File: config.mk
export PLATFORM = sky130hd
export DESIGN_NAME = gslcd_v1_0_power_seq
export DESIGN_NICKNAME = d
export VERILOG_FILES = /design/src/rtl/gslcd_v1_0_power_seq.sv
export SDC_FILE = /design/constraint.sdc
export NUM_CORES = 1
export LEC_CHECK = 0
export ABC_AREA = 1
export CAP_MARGIN = 0
export CORE_AREA = 5 5 54 80
export CTS_BUF_LIST = sky130_fd_sc_hd__clkbuf_8 sky130_fd_sc_hd__clkbuf_16
export CTS_CLUSTER_SIZE = 14
export DETAILED_ROUTE_END_ITERATION = 8
export DIE_AREA = 0 0 59 85
export MAX_ROUTING_LAYER = met4
export PLACE_DENSITY = 0.7
export SLEW_MARGIN = 20
export SYNTH_ARGS = -nofsm -noshare
export SYNTH_HDL_FRONTEND = slang
export SYNTH_SLANG_ARGS = --single-unit
File: constraint.sdc
create_clock -name PCLK -period 1.7 [get_ports PCLK]
set_clock_uncertainty 0.1 [all_clocks]
set_input_delay 0.425 -clock PCLK [delete_from_list [all_inputs] [get_ports PCLK]]
set_output_delay 0.425 -clock PCLK [all_outputs]
set_load 0.1 [all_outputs]
File: src/rtl/gslcd_v1_0_power_seq.sv
// LCD panel power sequencer: panel rail -> timing EN -> DISP -> backlight on the way up,
// reverse order on the way down, with cycle and whole-frame dwell between steps.
//
// state    | meaning
// ---------+----------------------------------------------------
// OFF      | everything off, waiting for REQ_ON
// PWR_UP   | panel rail on, waiting C_PWR_DELAY_CYCLES
// FWAIT_UP | timing EN on, counting C_DISP_FRAMES frame starts
// DISP_UP  | DISP pin on, waiting C_BL_DELAY_CYCLES
// ON       | backlight on, waiting for REQ_ON to drop
// BL_DN    | backlight off, waiting C_BL_DELAY_CYCLES
// FWAIT_DN | DISP off, counting C_DISP_FRAMES frame starts
// PWR_DN   | timing EN off, waiting C_PWR_DELAY_CYCLES
module gslcd_v1_0_power_seq #(
  parameter int unsigned C_CNT_WIDTH        = 20,
  parameter int unsigned C_PWR_DELAY_CYCLES = 1000,
  parameter int unsigned C_DISP_FRAMES      = 2,
  parameter int unsigned C_BL_DELAY_CYCLES  = 500
) (
  input  logic PCLK,
  input  logic RESETN,
  input  logic REQ_ON,
  input  logic FORCE_OFF,
  input  logic FRAME_START,
  output logic PANEL_PWR,
  output logic TIMING_EN,
  output logic LCD_DISP,
  output logic BL_EN,
  output logic STATUS_ON,
  output logic BUSY
);

  typedef enum logic [2:0] {
    S_OFF      = 3'd0,
    S_PWR_UP   = 3'd1,
    S_FWAIT_UP = 3'd2,
    S_DISP_UP  = 3'd3,
    S_ON       = 3'd4,
    S_BL_DN    = 3'd5,
    S_FWAIT_DN = 3'd6,
    S_PWR_DN   = 3'd7
  } state_t;

  localparam logic [C_CNT_WIDTH-1:0] PWR_TC = C_CNT_WIDTH'(C_PWR_DELAY_CYCLES - 1);
  localparam logic [C_CNT_WIDTH-1:0] FRM_TC = C_CNT_WIDTH'(C_DISP_FRAMES - 1);
  localparam logic [C_CNT_WIDTH-1:0] BL_TC  = C_CNT_WIDTH'(C_BL_DELAY_CYCLES - 1);
  localparam logic [C_CNT_WIDTH-1:0] ONE    = C_CNT_WIDTH'(1);

  state_t                 state_q, state_d;
  logic [C_CNT_WIDTH-1:0] cnt_q, cnt_d;
  logic                   fs_q, fs_d;
  logic                   panel_pwr_q, panel_pwr_d;
  logic                   timing_en_q, timing_en_d;
  logic                   lcd_disp_q, lcd_disp_d;
  logic                   bl_en_q, bl_en_d;
  logic                   status_on_q, status_on_d;
  logic                   busy_q, busy_d;
  logic                   frame_edge;

  always_comb begin
    state_d    = state_q;
    cnt_d      = cnt_q + ONE;
    frame_edge = FRAME_START & ~fs_q;
    // the edge detector is held clear while EN is low so the first frame after EN counts
    fs_d       = timing_en_q ? FRAME_START : 1'b0;

    case (state_q)
      S_OFF: begin
        cnt_d = '0;
        if (REQ_ON) state_d = S_PWR_UP;
      end
      S_PWR_UP:   if (cnt_q == PWR_TC) state_d = S_FWAIT_UP;
      S_FWAIT_UP: begin
        cnt_d = frame_edge ? cnt_q + ONE : cnt_q;
        if (frame_edge && cnt_q == FRM_TC) state_d = S_DISP_UP;
      end
      S_DISP_UP:  if (cnt_q == BL_TC) state_d = S_ON;
      S_ON: begin
        cnt_d = '0;
        if (!REQ_ON) state_d = S_BL_DN;
      end
      S_BL_DN:    if (cnt_q == BL_TC) state_d = S_FWAIT_DN;
      S_FWAIT_DN: begin
        cnt_d = frame_edge ? cnt_q + ONE : cnt_q;
        if (frame_edge && cnt_q == FRM_TC) state_d = S_PWR_DN;
      end
      S_PWR_DN:   if (cnt_q == PWR_TC) state_d = S_OFF;
      default:    state_d = S_OFF;
    endcase

    if (state_d != state_q) cnt_d = '0;

    if (FORCE_OFF) begin
      state_d = S_OFF;
      cnt_d   = '0;
    end

    // outputs are registered from the next state so they line up with state_q
    panel_pwr_d = (state_d != S_OFF);
    timing_en_d = state_d inside {S_FWAIT_UP, S_DISP_UP, S_ON, S_BL_DN, S_FWAIT_DN};
    lcd_disp_d  = state_d inside {S_DISP_UP, S_ON, S_BL_DN};
    bl_en_d     = (state_d == S_ON);
    status_on_d = (state_d == S_ON);
    busy_d      = (state_d != S_OFF) && (state_d != S_ON);
  end

  always_ff @(posedge PCLK or negedge RESETN) begin
    if (!RESETN) begin
      state_q     <= S_OFF;
      cnt_q       <= '0;
      fs_q        <= 1'b0;
      panel_pwr_q <= 1'b0;
      timing_en_q <= 1'b0;
      lcd_disp_q  <= 1'b0;
      bl_en_q     <= 1'b0;
      status_on_q <= 1'b0;
      busy_q      <= 1'b0;
    end else begin
      state_q     <= state_d;
      cnt_q       <= cnt_d;
      fs_q        <= fs_d;
      panel_pwr_q <= panel_pwr_d;
      timing_en_q <= timing_en_d;
      lcd_disp_q  <= lcd_disp_d;
      bl_en_q     <= bl_en_d;
      status_on_q <= status_on_d;
      busy_q      <= busy_d;
    end
  end

  assign PANEL_PWR = panel_pwr_q;
  assign TIMING_EN = timing_en_q;
  assign LCD_DISP  = lcd_disp_q;
  assign BL_EN     = bl_en_q;
  assign STATUS_ON = status_on_q;
  assign BUSY      = busy_q;

endmodule

==> After elaboration in Yosys (flattened, before gate mapping) <==
Cells that the tools add are included.
{ "classes": {"n_addsub": 1, "reduce_logical": 8, "n_mux": 15, "eq_ne": 18, "bitwise": 2} }
{ "ops": {"columns": ["operator", "count"], "rows": [
  ["$mux 20", 3],
  ["$pmux 20 s2", 1],
  ["$mux 3", 9],
  ["$pmux 3 s8", 1],
  ["$eq 3x3->1 const B", 7],
  ["$add 20x1->20 const B", 1],
  ["$eq 20x1->1 const B", 1],
  ["$eq 20x10->1 const B", 1],
  ["$eq 20x9->1 const B", 1],
  ["$eq 3x2->1 const B", 4],
  ["$reduce_bool 3->1", 2],
  ["$reduce_bool 5->1", 1],
  ["$ne 4x1->1 const B", 1],
  ["$reduce_or 2->1", 2],
  ["$eq 3x1->1 const B", 1],
  ["$logic_not 3->1", 1],
  ["$ne 3x3->1", 1],
  ["$ne 3x3->1 const B", 1],
  ["$logic_and 1x1->1", 2],
  ["$and 1x1->1", 1],
  ["$mux 1", 1],
  ["$not 1->1", 1]
]} }
{ "totals": {"register_bits": 29, "out_inout_bits": 6, "wordCells": 52, "input_bits": 5} }

==> Longest topological paths before layout <==
Gate-level depths: netlist (run 1).
{ "logic_depth": {"ltp_word": 8, "depth_mapped": 14, "ltp_nobuf": 14} }

==> Worst setup path after synthesis (run 1) <==
Ideal clock, no wire load.
{ "synth_timing": {"kind": "register to output", "start": "register status_on_q (netlist: STATUS_ON)", "end": "output port STATUS_ON", "n_path_buf": 1, "stages_incl_launch_ff": 2, "arrival_ns": 1.324, "required_time_ns": 1.175, "setup_slack_ns": -0.149, "path_cell_list": "dfrtp_1 > buf_4"} }
{ "synth_lines": {"columns": ["element", "line", "source"], "rows": [
  ["from (decl)", "56", "logic status_on_q, status_on_d;"],
  ["from (signal assigned)", "126", "status_on_q <= status_on_d;"],
  ["to (decl)", "29", "output logic STATUS_ON,"]
]} }
No word-level cell between the ends.

==> Worst setup path in the final report (run 1) <==
{ "layout_timing": {"start": "register cnt_q[1]", "end": "register cnt_q[6]"} }
{ "layout_between": {"elab_chain_cells": 7, "word_cells_on_any_way": 18, "cone_classes": "add/sub: 1; eq/ne: 5; mux: 11; reduce/logical: 1"} }
{ "layout_rtl": {"columns": ["element", "line", "source"], "rows": [
  ["from (decl)", "50", "logic [C_CNT_WIDTH-1:0] cnt_q, cnt_d;"],
  ["from (signal assigned)", "120", "cnt_q <= cnt_d;"],
  ["branches (longest 7 deep; another with $add 20x1->20)", null, null]
]} }
Parallel ways; which one is timed is not known. The select of a mux whose other input is x is not followed.
A chain may end at the register's enable or synchronous reset.

==> results of run 1 <==
==> synth_stat cells (all sizes together) <==
cell,instances,area (sq um)
o21ai,13,76.3
nor3,5,25.0
nand4,5,31.3
dfrtp,29,726
a31oi,1,6.26
o211ai,1,7.51
nand3,26,145
a211oi,1,7.51
buf,2,18.8
o221ai,2,17.5
inv,38,145
nand2,47,201
nor2,58,255
a21oi,11,55.1
o21a,3,22.5
ha,2,25.0
nor4,2,12.5
clkinv,1,3.75
clkbuf,1,3.75
o22ai,1,6.26
==> per-layer routing <==
metal / share of wire / vias up / track usage
li1: - / 943 / -
met1: 0.34 / 927 / 0.221
met2: 0.59 / 48 / 0.429
met3: 0.027 / 24 / 0.0502
met4: 0.043 / 0 / 0.111
met5: 0 / - / -
==> sequential cells by signal (all words and copies together) (netlist names) <==
register   cells
cnt_q         20
state_q        3
STATUS_ON      1
LCD_DISP       1
TIMING_EN      1
PANEL_PWR      1
BUSY           1
fs_q           1
==> report_power, final <==
| group | switching, uW | leakage, uW | internal [uW] |
|---|---|---|---|
| logic | 133 | 0.000814 | 66.1 |
| registers | 10.0 | 0.000398 | 698 |
| clock network | 291 | 0.0000439 | 282 |
| total | 434 | 0.00126 | 1050 |
==> worst min path at each step <==
stage / to / slack, ps
floorplan: BUSY / 30
global placement: fs_q / 420
detailed placement: fs_q / 430
CTS: cnt_q[7] / 400
global route: cnt_q[6] / 410
finish: cnt_q[6] / 390
==> logic make-up after synthesis <==
group	count (synthesis)	share of synthesized area
compound gates	33	0.111
flops	29	0.405
simple gates	143	0.374
buf+inv	42	0.0957
fa+ha+maj	2	0.0140
==> per-stage QoR <==
stage | hold WS (ps) | setup slack (ps) | power, uW | setup TNS (ps) | instances
2_1_floorplan | 29.4 | -30.8 | 817 | -276 | 249
3_3_place_gp | 422 | -431 | 896 | -7090 | 344
3_5_place_dp | 432 | -416 | 900 | -8010 | 344
4_1_cts | 403 | -169 | 1480 | -2310 | 357
5_1_grt | 414 | -310 | 1540 | -5210 | 362
6_report | 390 | -175 | 1480 | -2260 | 362
==> layout make-up <==
cell class | instances | area share
Inverter | 39 | 0.0563
Tap cell | 43 | 0.0200
Clock inverter | 3 | 0.00651
Timing Repair Buffer | 64 | 0.218
Sequential cell | 29 | 0.271
Multi-Input combinational cell | 179 | 0.403
Clock buffer | 5 | 0.0256
==> worst max-delay path, stage by stage, from the launching register on <==
cell and delay [ps]:
dfrtp_1 360, ha_2 200, buf_6 100, nand2_2 40, nor2_2 80, nand2_1 70
nor2_2 90, nand2_2 100, nand2_1 100, nand2_2 70, inv_1 60, nand2_2 70
nand2_2 80, nand2_4 70, nand2_4 120, nor2_1 50
==> timing repair <==
item / 4_1_cts / 5_1_grt
hold buffers: 0 / 0
endpoints found under the setup margin: 24 / 27
resized for setup: 27 / 32
pin swaps: 11 / 15
setup buffers: 4 / 5
gates cloned: 1 / 0
==> flow_summary_export.csv, run 1 <==
group,metric,value,unit
outcome,status,"complete, but fails checks",
outcome,violations,"negative setup slack",
sta,max_freq,533,MHz
route,first_pass_iters,4,
logic_synthesis,syn_inst,249,
clock_tree,clockBufferDepth,2,
power,power_density,550,mW/mm^2
route,via_count,1942,
sta,slew-limit-headroom,0.705,
power,peakVddDrop,0.726,mV
route,drc_errors,0,
logic_synthesis,syn_area,0.00179,sq mm
route,wl_per_cell,14.7,microns
worst_setup_path,r2r_start,"cnt_q[1]",
floorplan,fp.dieArea,0.00502,sq mm
layout,multiInputGateArea,0.00108,sq mm
clock_tree,htree_num_levels,2,
layout,antennaDiodeCount,0,
route,vias_per_cell,5.36,
place,routabilityCongestion,0.987,
global_route,grt_max_degree,30,
flow_run,maxCapViolCount,0,
sta,setup_viol_count_final,18,
worst_setup_path,worstSetupStartpointType,"register",
sta,worstMarginPinSlew,438,ps
floorplan,die_y,85,microns
worst_setup_path,cp.required,1780,ps
sta,fin_crit_sh,1.10,
layout,fin_area,0.00269,sq mm
floorplan,coreArea,0.00358,sq mm
place,hpwl,3.76,mm
logic_synthesis,yosysWarnings,0,
place,place_area,0.00233,sq mm
worst_setup_path,arrival,1960,ps
floorplan,num_rows,27,
layout,drive_gt1_frac,0.423,
clock_tree,cts_root_buf,"clkbuf_8",
global_route,grt_pass1_wl,8.56,mm
global_route,antenna_found_initial,0,
layout,regArea,728,sq um
route,drt_iter0_drc,71,
layout,fin_util,0.751,
power,p_leak,0.00126,uW
logic_synthesis,ys_seq_area_frac,0.405,
worst_setup_path,rr_endpoint,"cnt_q[6]",
sta,fin_ws,-175,ps
route,antenna_left,0,
clock_tree,cts.sinks,29,
logic_synthesis,ys_types,29,
clock_tree,cts_tree,"done",
worst_setup_path,cp-end-kind,"register",
hold_path,hold_class,"in -> async",
layout,layout.nets,325,
route,totalWireLength,5.33,mm
worst_setup_path,reg2reg_depth,15,
logic_synthesis,synth_nets,256,
floorplan,ioPinCount,11,
sta,drv_slew,0,
worst_setup_path,cp-endpoint,"cnt_q[6]",
sta,rsz0062_at_grt,"true",
layout,final_common_cell,"buf_4",
layout,synthToLayoutAreaGrowth,50.1,%
layout,num-fill-cells,287,
worst_setup_path,worstSetupPathType,"reg -> reg",
logic_synthesis,synth_area_per_cell,7.20,sq um
global_route,first_global_vias,2021,
clock_tree,clk_latency,290,ps
floorplan,start_util,0.500,
clock_tree,numCtsBuffers,5,
floorplan,die_w,59,microns
global_route,grt.total_usage,0.234,
worst_setup_path,critical_path.startpoint,"cnt_q[1]",
place,port_buffers,10,
sta,min_period,1870,ps
global_route,grt_remaining_overflow,0,
worst_setup_path,r2r_slack,-170,ps
clock_tree,path_clk_slew,70,ps
worst_setup_path,crit_fanout,5,
sta,hold_violations,0,
logic_synthesis,ys_seq_elements,29,
layout,final_cell_mix,"50 x buf_4, 39 x nor2_1, 33 x inv_1",
Power figures use the tool's default switching activity.
==> inputs of run 2 (changes only) <==
Settings changed: CORE_AREA 5 5 54 80 to 5 5 53 78, DIE_AREA 0 0 59 85 to 0 0 58 83, DONT_BUFFER_PORTS from default to 1, GPL_ROUTABILITY_DRIVEN from default to 0, PLACE_DENSITY 0.7 to 0.68.
==> run 2 against run 1 <==
  * First-iteration DRC count fell by 20%
  * Routed wire length down 5.0%
  * Cell count down 4.1%
  * Sequential power fell by 0.6%
  * Setup slack got worse by 35 ps
  * Register-to-register slack lost 40 ps
  * Clock-buffer cell count did not move
  * Critical path depth down 5
  * Via count is 5.4% lower
  * The flow still finishes with violations (negative setup slack)
  * Utilization grew 0.58 points
==> flow_summary_export.csv, run 2 (same netlist as run 1, synthesis figures left out) <==
group,metric,value,unit
outcome,status,"complete, but fails checks",
outcome,violations,"negative setup slack",
power,total_power,1750,uW
floorplan,ioPinCount,11,
sta,hold_violations,0,
layout,antennaDiodeCount,0,
global_route,antenna_found_initial,0,
place,place_inst,329,
route,drt_iter0_drc,57,
layout,largest_reg_flops,20,
floorplan,num_rows,26,
worst_setup_path,arrival,2030,ps
route,vias_per_cell,5.30,
sta,worstMarginPinSlew,323,ps
flow_run,maxCapViolCount,0,
sta,fin_ws,-210,ps
clock_tree,path_clk_slew,70,ps
global_route,grt_remaining_overflow,0,
place,place_area,0.00214,sq mm
layout,fin_cells,347,
route,totalWireLength,5.06,mm
floorplan,coreArea,0.00338,sq mm
worst_setup_path,cp_cell_sequence,"ha_4 > nand2_4 > inv_4 > buf_4 > buf_4 > buf_4 > buf_4 > nor4_1 > a21oi_1 > nor2_2",
worst_setup_path,path_common_cell,"buf_4",
place,port_buffers,0,
hold_path,min_from,"FORCE_OFF",
power,peakVddDrop,0.914,mV
route,wl_per_cell,14.6,microns
clock_tree,clockBufferDepth,2,
sta,slew-limit-headroom,0.784,
sta,whs,97.5,ps
sta,max_freq,523,MHz
layout,top_regs,"cnt_q: 20 flops, state_q: 3 flops",
worst_setup_path,crit_family,"buffers and inverters",
layout,layout.nets,311,
floorplan,die_w,58,microns
sta,fin_crit_sh,1.12,
hold_path,hold_class,"in -> reg",
worst_setup_path,cp.required,1820,ps
layout,num-fill-cells,253,
layout,final_common_cell,"buf_4",
route,drc_errors,0,
global_route,grt_max_degree,30,
clock_tree,cts.sinks,29,
worst_setup_path,slowest_stage,"dfrtp_1",
clock_tree,clk_latency,290,ps
worst_setup_path,crit_fanout,3,
clock_tree,htree_num_levels,2,
sta,min_period,1910,ps
worst_setup_path,cp-end-kind,"register",
route,via_count,1838,
layout,synthToLayoutAreaGrowth,42.9,%
global_route,first_global_vias,1740,
floorplan,fp.dieArea,0.00481,sq mm
sta,drv_slew,0,
worst_setup_path,critical_path.startpoint,"cnt_q[1]",
clock_tree,cts_root_buf,"clkbuf_8",
clock_tree,numCtsBuffers,5,
route,antenna_left,0,
sta,rsz0062_at_grt,"true",
layout,top_register,"cnt_q",
clock_tree,cts_tree,"done",
worst_setup_path,worstSetupPathType,"reg -> reg",
worst_setup_path,crit_buf_inv,5,
layout,fin_area,0.00256,sq mm
global_route,grt.total_usage,0.215,
global_route,grt_pass1_wl,7.71,mm
worst_setup_path,slowest_delay,420,ps
route,first_pass_iters,5,
floorplan,start_util,0.530,
layout,fin_util,0.757,
power,power_density,684,mW/mm^2
place,hpwl,3.32,mm
floorplan,die_y,83,microns
worst_setup_path,r2r_start,"cnt_q[1]",
worst_setup_path,worstSetupStartpointType,"register",
layout,final_cell_mix,"47 x buf_4, 36 x nor2_1, 32 x inv_1",
sta,setup_viol_count_final,19,
power,p_leak,0.00121,uW
layout,drive_gt1_frac,0.387,
run 2: cell count changes in the layout (fill, tap and decap cells not counted), sizes merged:
cell | previous run | this run
clkinvlp | 1 | 0
dlygate4sd3 | 0 | 1
clkdlybuf4s50 | 2 | 0
dlygate4sd2 | 2 | 0
bufinv | 0 | 2
buf | 60 | 49
clkinv | 2 | 1
run 2: final timing paths:
check	depth (start not counted)	slack (ps)	end
min in group asynchronous	2	470	cnt_q[8]
max in group asynchronous	2	850	STATUS_ON
max	10	-210	cnt_q[2]
min	1	100	state_q[2]
min reg2reg	2	470	cnt_q[17]
max reg2reg	10	-210	cnt_q[2]
run 2: area by class of cell:
class	count	area (sq um)	area share
clock buffers	5	68.8	0.0269
clock inverters	3	65.1	0.0254
inverters	39	151	0.0591
multi-input cells	179	1090	0.427
flip-flops and latches	29	727	0.284
well taps	42	52.6	0.0205
repair buffers	50	403	0.157
run 2: stage by stage:
step           setup WS (ps)  setup TNS (ps)
2_1_floorplan          -30.8            -276
4_1_cts                 -141           -1690
3_3_place_gp           -91.6           -1020
6_report                -210           -2610
5_1_grt                 -289           -5070
3_5_place_dp            -136           -1690
run 2: per-layer routing:
layer / GRT usage / wire length, microns
met5: - / 0
met4: 0.0802 / 158
met3: 0.0481 / 230
met2: 0.369 / 2780
met1: 0.236 / 1890
run 2: what timing repair did:
item | CTS | global route
setup buffers | 5 | 2
hold buffers | 2 | 0
hold endpoints to repair | 29 | 0
endpoints found under the setup margin | 18 | 27
resized for setup | 10 | 42
gates cloned | 1 | 0
pin swaps | 4 | 15
run 2: power breakdown:
part	internal [uW]	switching, uW
clock	582	283
combinational	53.3	130
sequential	698	6.32
total	1330	420
